`src/rtl/ex_mem_stage.sv`:
```
// EX/MEM pipeline register: owns NZCV, drives MEM->EX forwarding and a combinational flags bypass.
// Optional saturating bubble/stall counters are enabled by defining EX_MEM_PERF_EN.
module ex_mem_stage #(
  parameter int WIDTH = 64,
  parameter int REGW  = 5
) (
  input  logic             clk,
  input  logic             reset,
  input  logic             ex_valid,
  input  logic [WIDTH-1:0] ex_result,
  input  logic [WIDTH-1:0] ex_wdata,
  input  logic [REGW-1:0]  ex_rd,
  input  logic             ex_reg_write,
  input  logic             ex_mem_read,
  input  logic             ex_mem_write,
  input  logic             ex_set_flags,
  input  logic [3:0]       ex_flags_in,
  input  logic             stall,
  input  logic             flush,
  output logic             mem_valid,
  output logic [WIDTH-1:0] mem_result,
  output logic [WIDTH-1:0] mem_wdata,
  output logic [REGW-1:0]  mem_rd,
  output logic             mem_reg_write,
  output logic             mem_mem_read,
  output logic             mem_mem_write,
  output logic [3:0]       flags,
  output logic [3:0]       flags_cur,
  output logic             fwd_en,
  output logic [REGW-1:0]  fwd_rd,
  output logic [WIDTH-1:0] fwd_data
`ifdef EX_MEM_PERF_EN
  ,
  output logic [31:0]      perf_bubbles,
  output logic [31:0]      perf_stalls
`endif
);

  localparam logic [REGW-1:0] XZR = '1;

  logic             r_valid;
  logic [WIDTH-1:0] r_result;
  logic [WIDTH-1:0] r_wdata;
  logic [REGW-1:0]  r_rd;
  logic             r_reg_write;
  logic             r_mem_read;
  logic             r_mem_write;
  logic [3:0]       r_flags;

  logic w_bubble;
  logic w_load;

  // Flush wins over stall; an idle EX slot also lands as a bubble.
  assign w_bubble = flush | (~stall & ~ex_valid);
  assign w_load   = ~flush & ~stall & ex_valid;

  always_ff @(posedge clk or posedge reset) begin
    if (reset) begin
      r_valid     <= 1'b0;
      r_result    <= '0;
      r_wdata     <= '0;
      r_rd        <= '0;
      r_reg_write <= 1'b0;
      r_mem_read  <= 1'b0;
      r_mem_write <= 1'b0;
    end else if (w_bubble) begin
      r_valid     <= 1'b0;
      r_result    <= '0;
      r_wdata     <= '0;
      r_rd        <= '0;
      r_reg_write <= 1'b0;
      r_mem_read  <= 1'b0;
      r_mem_write <= 1'b0;
    end else if (w_load) begin
      r_valid     <= 1'b1;
      r_result    <= ex_result;
      r_wdata     <= ex_wdata;
      r_rd        <= ex_rd;
      r_reg_write <= ex_reg_write & (ex_rd != XZR);
      // A malformed read+write encoding is treated as a store.
      r_mem_read  <= ex_mem_read & ~ex_mem_write;
      r_mem_write <= ex_mem_write;
    end
  end

  always_ff @(posedge clk or posedge reset) begin
    if (reset) begin
      r_flags <= 4'b0000;
    end else if (w_load & ex_set_flags) begin
      r_flags <= ex_flags_in;
    end
  end

  assign mem_valid     = r_valid;
  assign mem_result    = r_result;
  assign mem_wdata     = r_wdata;
  assign mem_rd        = r_rd;
  assign mem_reg_write = r_reg_write;
  assign mem_mem_read  = r_mem_read;
  assign mem_mem_write = r_mem_write;
  assign flags         = r_flags;

  // Bypass lets a B.cond right behind a flag-setter see the new NZCV.
  assign flags_cur = (ex_valid & ex_set_flags) ? ex_flags_in : r_flags;

  // Load data is not available until MEM completes, so loads never forward here.
  assign fwd_en   = r_valid & r_reg_write & ~r_mem_read;
  assign fwd_rd   = r_rd;
  assign fwd_data = r_result;

`ifdef EX_MEM_PERF_EN
  logic [31:0] r_perf_bubbles;
  logic [31:0] r_perf_stalls;

  always_ff @(posedge clk or posedge reset) begin
    if (reset) begin
      r_perf_bubbles <= '0;
      r_perf_stalls  <= '0;
    end else begin
      if (w_bubble && (r_perf_bubbles != 32'hFFFF_FFFF)) begin
        r_perf_bubbles <= r_perf_bubbles + 32'd1;
      end
      if (stall && !flush && (r_perf_stalls != 32'hFFFF_FFFF)) begin
        r_perf_stalls <= r_perf_stalls + 32'd1;
      end
    end
  end

  assign perf_bubbles = r_perf_bubbles;
  assign perf_stalls  = r_perf_stalls;
`endif

endmodule

```
`config.mk`:
```
export PLATFORM = sky130hd
export DESIGN_NAME = ex_mem_stage
export DESIGN_NICKNAME = d
export VERILOG_FILES = /design/src/rtl/ex_mem_stage.sv
export SDC_FILE = /design/constraint.sdc
export NUM_CORES = 1
export LEC_CHECK = 0
export BUFFER_PORTS_ARGS = -buffer_cell sky130_fd_sc_hd__clkbuf_2
export CORE_AREA = 2 2 142 144
export CTS_BUF_LIST = sky130_fd_sc_hd__clkbuf_8
export DETAILED_ROUTE_END_ITERATION = 8
export DIE_AREA = 0 0 144 146
export GPL_TIMING_DRIVEN = 0
export PLACE_DENSITY = 0.54
export REMOVE_ABC_BUFFERS = 1
export SKIP_CTS_REPAIR_TIMING = 1
export SLEW_MARGIN = 20
export SYNTH_ARGS = -nofsm -noshare
export SYNTH_HDL_FRONTEND = slang
export SYNTH_SLANG_ARGS = --single-unit
```
`constraint.sdc`:
```
create_clock -name clk -period 10.2 [get_ports clk]
set_input_delay 2.04 -clock clk [delete_from_list [all_inputs] [get_ports clk]]
set_output_delay 2.04 -clock clk [all_outputs]
set_load 0.1 [all_outputs]
```
# Yosys cells after proc, flatten, opt, wreduce, memory -nomap -nowiden
# Index checks and enable logic that the tools add are counted.
dict set report word_totals {
  ramBits 0
  inputBits 146
  mem_bits_ro 0
  reg_bits 141
  mem_count 0
  latch_bits 0
  output_inout_bits 215
}
dict set report op_classes {
  shift 0
  add_sub_neg 0
  order_cmp 0
  n_reduce_logical 1
  n_bitwise 15
  n_div 0
  mul 0
  eq_ne 1
  n_mux 15
}
# operator n
set ops {}
lappend ops {{64-bit two-way mux} 4}
lappend ops {{5-bit two-way mux} 2}
lappend ops {{1-bit AND} 9}
lappend ops {{1-bit two-way mux} 8}
lappend ops {{5-bit inequality test, second input constant} 1}
lappend ops {{1-bit NOT} 5}
lappend ops {{4-bit two-way mux} 1}
lappend ops {{2-bit nonzero test} 1}
lappend ops {{1-bit bitwise OR} 1}

# Depth between registers and ports, before layout
# Gate-level depths: netlist (run 1).
dict set report depth {
  ltp_word 5
  mapped_depth 4
  mapped_depth_nobuf 3
}

# Worst setup path before layout (run 1)
# Ideal clock, no wire load.
dict set report synth_timing {
  path_type {input to output}
  startpoint {input ex_set_flags}
  endpoint {output flags_cur[0]}
  required_time_ns 8.160
  cell_stages 2
  arrival_ns 2.720
  slack_ns 5.440
  cell_sequence {nand2_1 > mux2_2}
}
dict set report synth_via {
  elab_chain_cells 2
}
# item line_no
set synth_rtl {}
lappend synth_rtl {{start: declaration} 16} ;# input logic ex_set_flags,
lappend synth_rtl {{1-bit AND} 104} ;# assign flags_cur = (ex_valid & ex_set_flags) ? ex_flags_in : r_flags;
lappend synth_rtl {{4-bit two-way mux} 104}
lappend synth_rtl {{end: declaration} 28} ;# output logic [3:0] flags_cur,
# Every way passes these cells.

# Worst setup path after layout (run 1)
dict set report layout_timing {
  startpoint {input ex_set_flags}
  endpoint {output flags_cur[1]}
}
# Same word-level chain as after synthesis.

==> impl_results.md, run 1 <==
* Final Hold Fails at 0
* DIE AREA at between 20000 and 25000 sq um
* # diodes at 0
* Reg clk slew, reported paths at about 0.07 ns
* First-pass DRT Iterations at 4
* DIE HEIGHT at around 150 um
* Routed len/inst at 15.5 um
* Fmax achieved at 199 MHz
* Routed Wire Length at between 10000 and 15000 um
* Switching part of the total at 0.367
* Top cells by area, synth: dfrtp_1 63%, a22o_1 21%, buf_4 9.8%
* RR Startpoint: flags[0]
* Crit path arrival time at approximately 3 ns
* Final Wtd Congestion at ~0.74
* Combinational power share at 0.266
* First-pass GRT wire length at roughly 23000 um
* Overall routing resource usage at 0.138
* Max VDD drop at roughly 0.07 mV
* Average size of a mapped cell at ~14 sq um
* Worst-Margin Slew at between 0.5 and 0.6 ns
* CTS tree: done
* Synthesized instance count at just under 400
* CP Capture Type: output pin
* R2R setup slack at about 9.4 ns
* CP max stage delay at 0.37 ns
* Post-DRT Antenna Nets at 0
* Switching power at about 570 uW
* Synthesis-to-finish area growth at 37.8%
* Overall power at approximately 1500 uW
* Place WS at 5.17 ns
* Final Max Tran Viols at 0
* Worst min-delay path category: register to register
* Antenna violations before repair at 0
* Endpoints failing setup at 0
* Cell mode on critical path: clkbuf_2
* Slowest-stage cell, CP: clkbuf_2
* Vias in the first global route at ~4200
* Layout Skew at 0 ns
* PwrDens at between 200 and 250 nW/um^2
* Clk Tree Root Cell: clkbuf_8
* Critical path class: input port to output pin
* Minimum clock period at between 5 and 6 ns
* Crit path max fanout at 4
* Starting Density at 0.290
* Starting DRT DRC Count at 110
* Startpoint Class: input port
* Cell variety after synth at 15
* Worst Hold Depth at 1
* Post-DP HPWL at roughly 11000 um
* Register area share after synthesis at 0.629
* Via count at 4290
* Ys Warns at 0
* Number of fill cells at just under 2000
* #FFs+latches synth at between 100 and 150
* Top cell type's share of synthesized area at 0.629
* # IOs at 361
* Critical R2R Capture: flags[0]
* Clock Latency Late Sink at approximately 0.43 ns
* MaxCap Viol Count at 0
* CTS sink cnt at 141
* GRT overflow at 0
* Horiz. Die Dim at between 100 and 150 um
* Internal power at 980 uW
* Setup TNS at 0 ns
* Largest net degree at the start of global routing at 73
* Port bufs at 360
* Yosys top cell by area: dfrtp_1
* Status: finished clean
* Maximum buffer depth of the clock tree at 2
* Fin crit share at 0.493
* Multi-input logic area at approximately 1400 sq um
* Total CTS buffers at 17
* Post-detailed-route via-to-cell ratio at roughly 4.4
* Level count of the clock H-tree at 4
* Crit-path cells: clkbuf_2, nand2_1, mux2_2, clkbuf_2
* FF+latch area at 3530 sq um
* Fin cells at 965
* Cell area after synthesis at approximately 5600 sq um
* # rows at 51
* Unrepaired setup endpoints after global routing: no
* Core area at roughly 19000 sq um
* Req. time, crit path at approximately 8.2 ns
* Flop pwr share at 0.387
* Max transition margin at 0.620
* Share of layout cells above drive strength 1 at 0.589
* Nets at between 800 and 900
* Hold endpoint: mem_wdata[43]
* Post-layout util at 0.400
* # DRC at 0
* Inst Count DP at a little over 900
* Pleak at 0.00441 uW
* HP Start: mem_wdata[43]
* Reg2Reg Depth at 1
* Final worst setup slack at between 5 and 6 ns
* Clock share of power at 0.347
==> worst max-delay path: cells and delay by family <==
kind | cells | cell delay [ns]
multiplexers | 1 | 0.35
AND/OR/NAND/NOR | 1 | 0.14
buffers and inverters | 2 | 0.46
==> per-stage QoR <==
stage	cell area, sq um	hold slack [ns]
floorplan	4870	1.06
global placement	7010	0.488
detailed placement	7250	0.489
CTS	7730	0.513
global route	7730	0.522
finish	7730	0.508
==> cell type report <==
class / instances / area share
Sequential cell: 141 / 0.456
Timing Repair Buffer: 372 / 0.262
Inverter: 2 / 0.00194
Clock inverter: 13 / 0.0286
Tap cell: 265 / 0.0429
Clock buffer: 19 / 0.0338
Multi-Input combinational cell: 153 / 0.175
==> metal layers <==
| metal | global-route usage | wire length (um) | up-vias |
|---|---|---|---|
| met1 | 0.172 | 6400 | 2092 |
| met5 | 0 | 0 | - |
| li1 | - | - | 1979 |
| met4 | 0.0461 | 214 | 0 |
| met2 | 0.230 | 7280 | 201 |
| met3 | 0.0398 | 1070 | 18 |
==> cell usage in the layout (no fill, tap or decap), drive strengths merged <==
cell	count
nor3b	1
nor2b	1
clkinv	3
a21o	1
nor2	1
nand2	3
nand3	1
inv	5
bufinv	6
dfrtp	141
a22o	134
a32o	2
clkinvlp	1
and3	1
buf	12
clkbuf	379
mux2	8
==> power by group through the flow <==
stage	logic, uW	clock network [uW]	registers, uW
global placement	406	0	610
finish	411	538	600
floorplan	71.0	0	860
CTS	414	558	600
global route	426	586	603
detailed placement	414	0	611
==> cells in the mapped netlist, drive strengths merged <==
library cell and number:
nor3b 1, inv 2, buf 99, a32o 2, nor2b 1, and3 1
a22o 134, mux2 8, dfrtp 141, nor2 1, nand2 3, nand3 1
a21o 1
==> how the worst max path moves through the flow <==
stage	startpoint	slack (ns)	end
global placement	stall	0.74	mem_wdata[15]
detailed placement	ex_set_flags	5.17	flags_cur[1]
floorplan	flush	2.99	fwd_data[0]
CTS	ex_set_flags	5.17	flags_cur[1]
finish	ex_set_flags	5.17	flags_cur[1]
global route	ex_valid	5.14	flags_cur[0]
==> kinds of logic after synthesis <==
family	share of synthesized area
buf+inv	0.133
mux	0.0161
compound gates	0.214
simple gates	0.00802
flops	0.629
==> registers in the layout, summed over array words and instances (netlist names) <==
signal / count
mem_valid: 1
flags: 4
fwd_data: 64
mem_wdata: 64
mem_reg_write: 1
fwd_rd: 5
mem_mem_write: 1
mem_mem_read: 1
(Power assumes the default switching activity.)
==> run 2: changes to the inputs <==
- CORE_AREA: 2 2 142 144 -> 2 2 138 140
- DIE_AREA: 0 0 144 146 -> 0 0 140 142
- PLACE_DENSITY: 0.54 -> 0.57
- clock period: 10.2 -> 4.8 ns (I/O delays scaled with it)
==> impl_results.md, run 2 (same netlist as run 1, synthesis figures left out) <==
* Slowest-stage cell, CP: clkbuf_2
* CP bufs+invs at 2 (unchanged)
* Endpoints failing setup at 0 (unchanged)
* First-pass DRT Iterations at 9 (+5)
* Met3 usage at 0.0468 (+0.00695)
* Max VDD drop at 0.146 mV (+110%)
* Critical path class: input port to output pin
* CTS sink cnt at 141 (unchanged)
* # DRC at 24 (+24)
* Vias in the first global route at 4224 (+0.33%)
* Starting Density at 0.304 (+0.0138)
* # rows at 50 (-2.0%)
* Worst Hold Depth at 1 (unchanged)
* Reg clk slew, reported paths at 0.07 ns (about the same)
* Met1 Usage GRT at 0.187 (+0.0149)
* Post-detailed-route via-to-cell ratio at 4.62 (+3.8%)
* Via count at 4311 (+0.49%)
* Level count of the clock H-tree at 4 (unchanged)
* Hold endpoint: mem_wdata[31]
* Crit path arrival time at 1.92 ns (-1.07 ns)
* CP Capture Type: output pin
* Antenna violations before repair at 0 (unchanged)
* Horiz. Die Dim at 140 um (-2.8%)
* Routed len/inst at 15.8 um (+2.2%)
* GRT busiest layer: met2
* Startpoint Class: input port
* Clock Latency Late Sink at 0.42 ns (about the same)
* Core area at 18500 sq um (-4.5%)
* Port bufs at 360 (unchanged)
* RR Startpoint: fwd_data[57]
* Req. time, crit path at 3.84 ns (-4.32 ns)
* # IOs at 361 (unchanged)
* Worst min-delay path category: register to register
* GRT overflow at 0 (unchanged)
* DIE AREA at 19900 sq um (-5.4%)
* Starting DRT DRC Count at 149 (+35%)
* Critical R2R Capture: fwd_data[57]
* Pleak at 0.00435 uW (-1.2%)
* Largest net degree at the start of global routing at 74 (+1.4%)
* Total CTS buffers at 17 (unchanged)
* MaxCap Viol Count at 0 (unchanged)
* HP Start: mem_wdata[31]
* Unrepaired setup endpoints after global routing: no
* Clk Tree Root Cell: clkbuf_8
* Fmax achieved at between 300 and 400 MHz
* PwrDens at 413 nW/um^2 (+110%)
* Commonest cells after routing, fill and taps aside: 360 x clkbuf_2, 141 x dfrtp_1, 134 x a22o_1
* DIE HEIGHT at 142 um (-2.7%)
* # diodes at 0 (unchanged)
* Routed Wire Length at 14800 um (-1.1%)
* R2R setup slack at 4.00 ns (-5.41 ns)
* Final Hold Fails at 0 (unchanged)
* Final Max Tran Viols at 0 (unchanged)
* Cell mode on critical path: clkbuf_2
* Commonest non-fill, non-tap cell in the layout: clkbuf_2
* Share of layout cells above drive strength 1 at 0.590 (+0.00143)
* Maximum buffer depth of the clock tree at 2 (unchanged)
* Overall power at 3140 uW (+100%)
* GRT met2 Usage at 0.233 (+0.00304)
* Post-DRT Antenna Nets at 0 (unchanged)
* First-pass GRT wire length at 22900 um (+0.21%)
* Minimum clock period at between 2 and 3 ns
* CTS tree: done
* Fin crit share at 0.599
* Status: finished, violations left
* Nets at 833 (unchanged)
* Crit-path cells: clkbuf_2, nand2_1, mux2_2, clkbuf_2
* Final Cell Area at 7610 sq um (-1.6%)
* Post-DP HPWL at 11200 um (-1.9%)
* DP Area at 7190 sq um (-0.81%)
* Worst-Margin Slew at 0.584 ns (+0.0116 ns)
* Reg2Reg Depth at 1 (unchanged)
* Overall routing resource usage at 0.146 (+0.00829)
* Failing checks: DRC
* Crit path max fanout at 4 (unchanged)
* Layout Skew at 0 ns (unchanged)
* Max transition margin at 0.612 (-0.00767)
* Largest delay share family, worst path: buffers and inverters
* Final Wtd Congestion at 0.815 (+10%)
* CP max stage delay at 0.37 ns (about the same)
* Synthesis-to-finish area growth at 35.6%
-- run 2: cell types whose count changed in the layout (fill, tap and decap cells not counted), sizes merged --
cell / change
bufinv: -3
clkbuf: -1
clkinv: -1
clkinvlp: +3
inv: +2
-- run 2: worst max path at each step --
stage                             from           end  slack (ns)  cells after the start
after detailed placement      ex_valid  flags_cur[2]        1.93                      4
after global placement           stall  fwd_data[39]       -3.78                      3
after CTS                     ex_valid  flags_cur[2]        1.92                      4
after floorplan                  flush   fwd_data[0]       -1.33                      2
final                         ex_valid  flags_cur[3]        1.92                      4
after global routing      ex_set_flags  flags_cur[3]        1.87                      4
-- run 2: final cells by class --
| type | count | area (sq um) |
|---|---|---|
| Clock buffer | 18 | 248 |
| Clock inverter | 14 | 168 |
| Fill cell | 1790 | 10800 |
| Inverter | 2 | 15.0 |
| Multi-Input combinational cell | 153 | 1350 |
| Sequential cell | 141 | 3530 |
| Tap cell | 234 | 293 |
| Timing Repair Buffer | 372 | 2010 |
-- run 2: per-stage QoR --
| step | setup WS [ns] | instances | util | setup TNS [ns] | hold slack, ns |
|---|---|---|---|---|---|
| floorplan | -1.33 | 296 | - | -186.13 | 1.06 |
| global placement | -3.78 | 890 | 0.377 | -718.90 | 0.488 |
| detailed placement | 1.93 | 902 | 0.390 | 0 | 0.491 |
| CTS | 1.92 | 934 | 0.412 | 0 | 0.511 |
| global route | 1.87 | 934 | 0.412 | 0 | 0.526 |
| finish | 1.92 | 934 | 0.412 | 0 | 0.504 |
-- run 2: where the power goes --
part           switching [uW]  internal, uW  total (uW)
clock                     462           529         991
sequential               36.6          1240        1270
combinational             725           149         873
-- run 2: metal layers --
layer  routed length, um  part of all wire  vias to the layer above
met4                 229             0.015                        0
li1                    -                 -                     1981
met1                6260              0.42                     2081
met3                1190             0.080                       18
met5                   0                 0                        -
met2                7120              0.48                      231
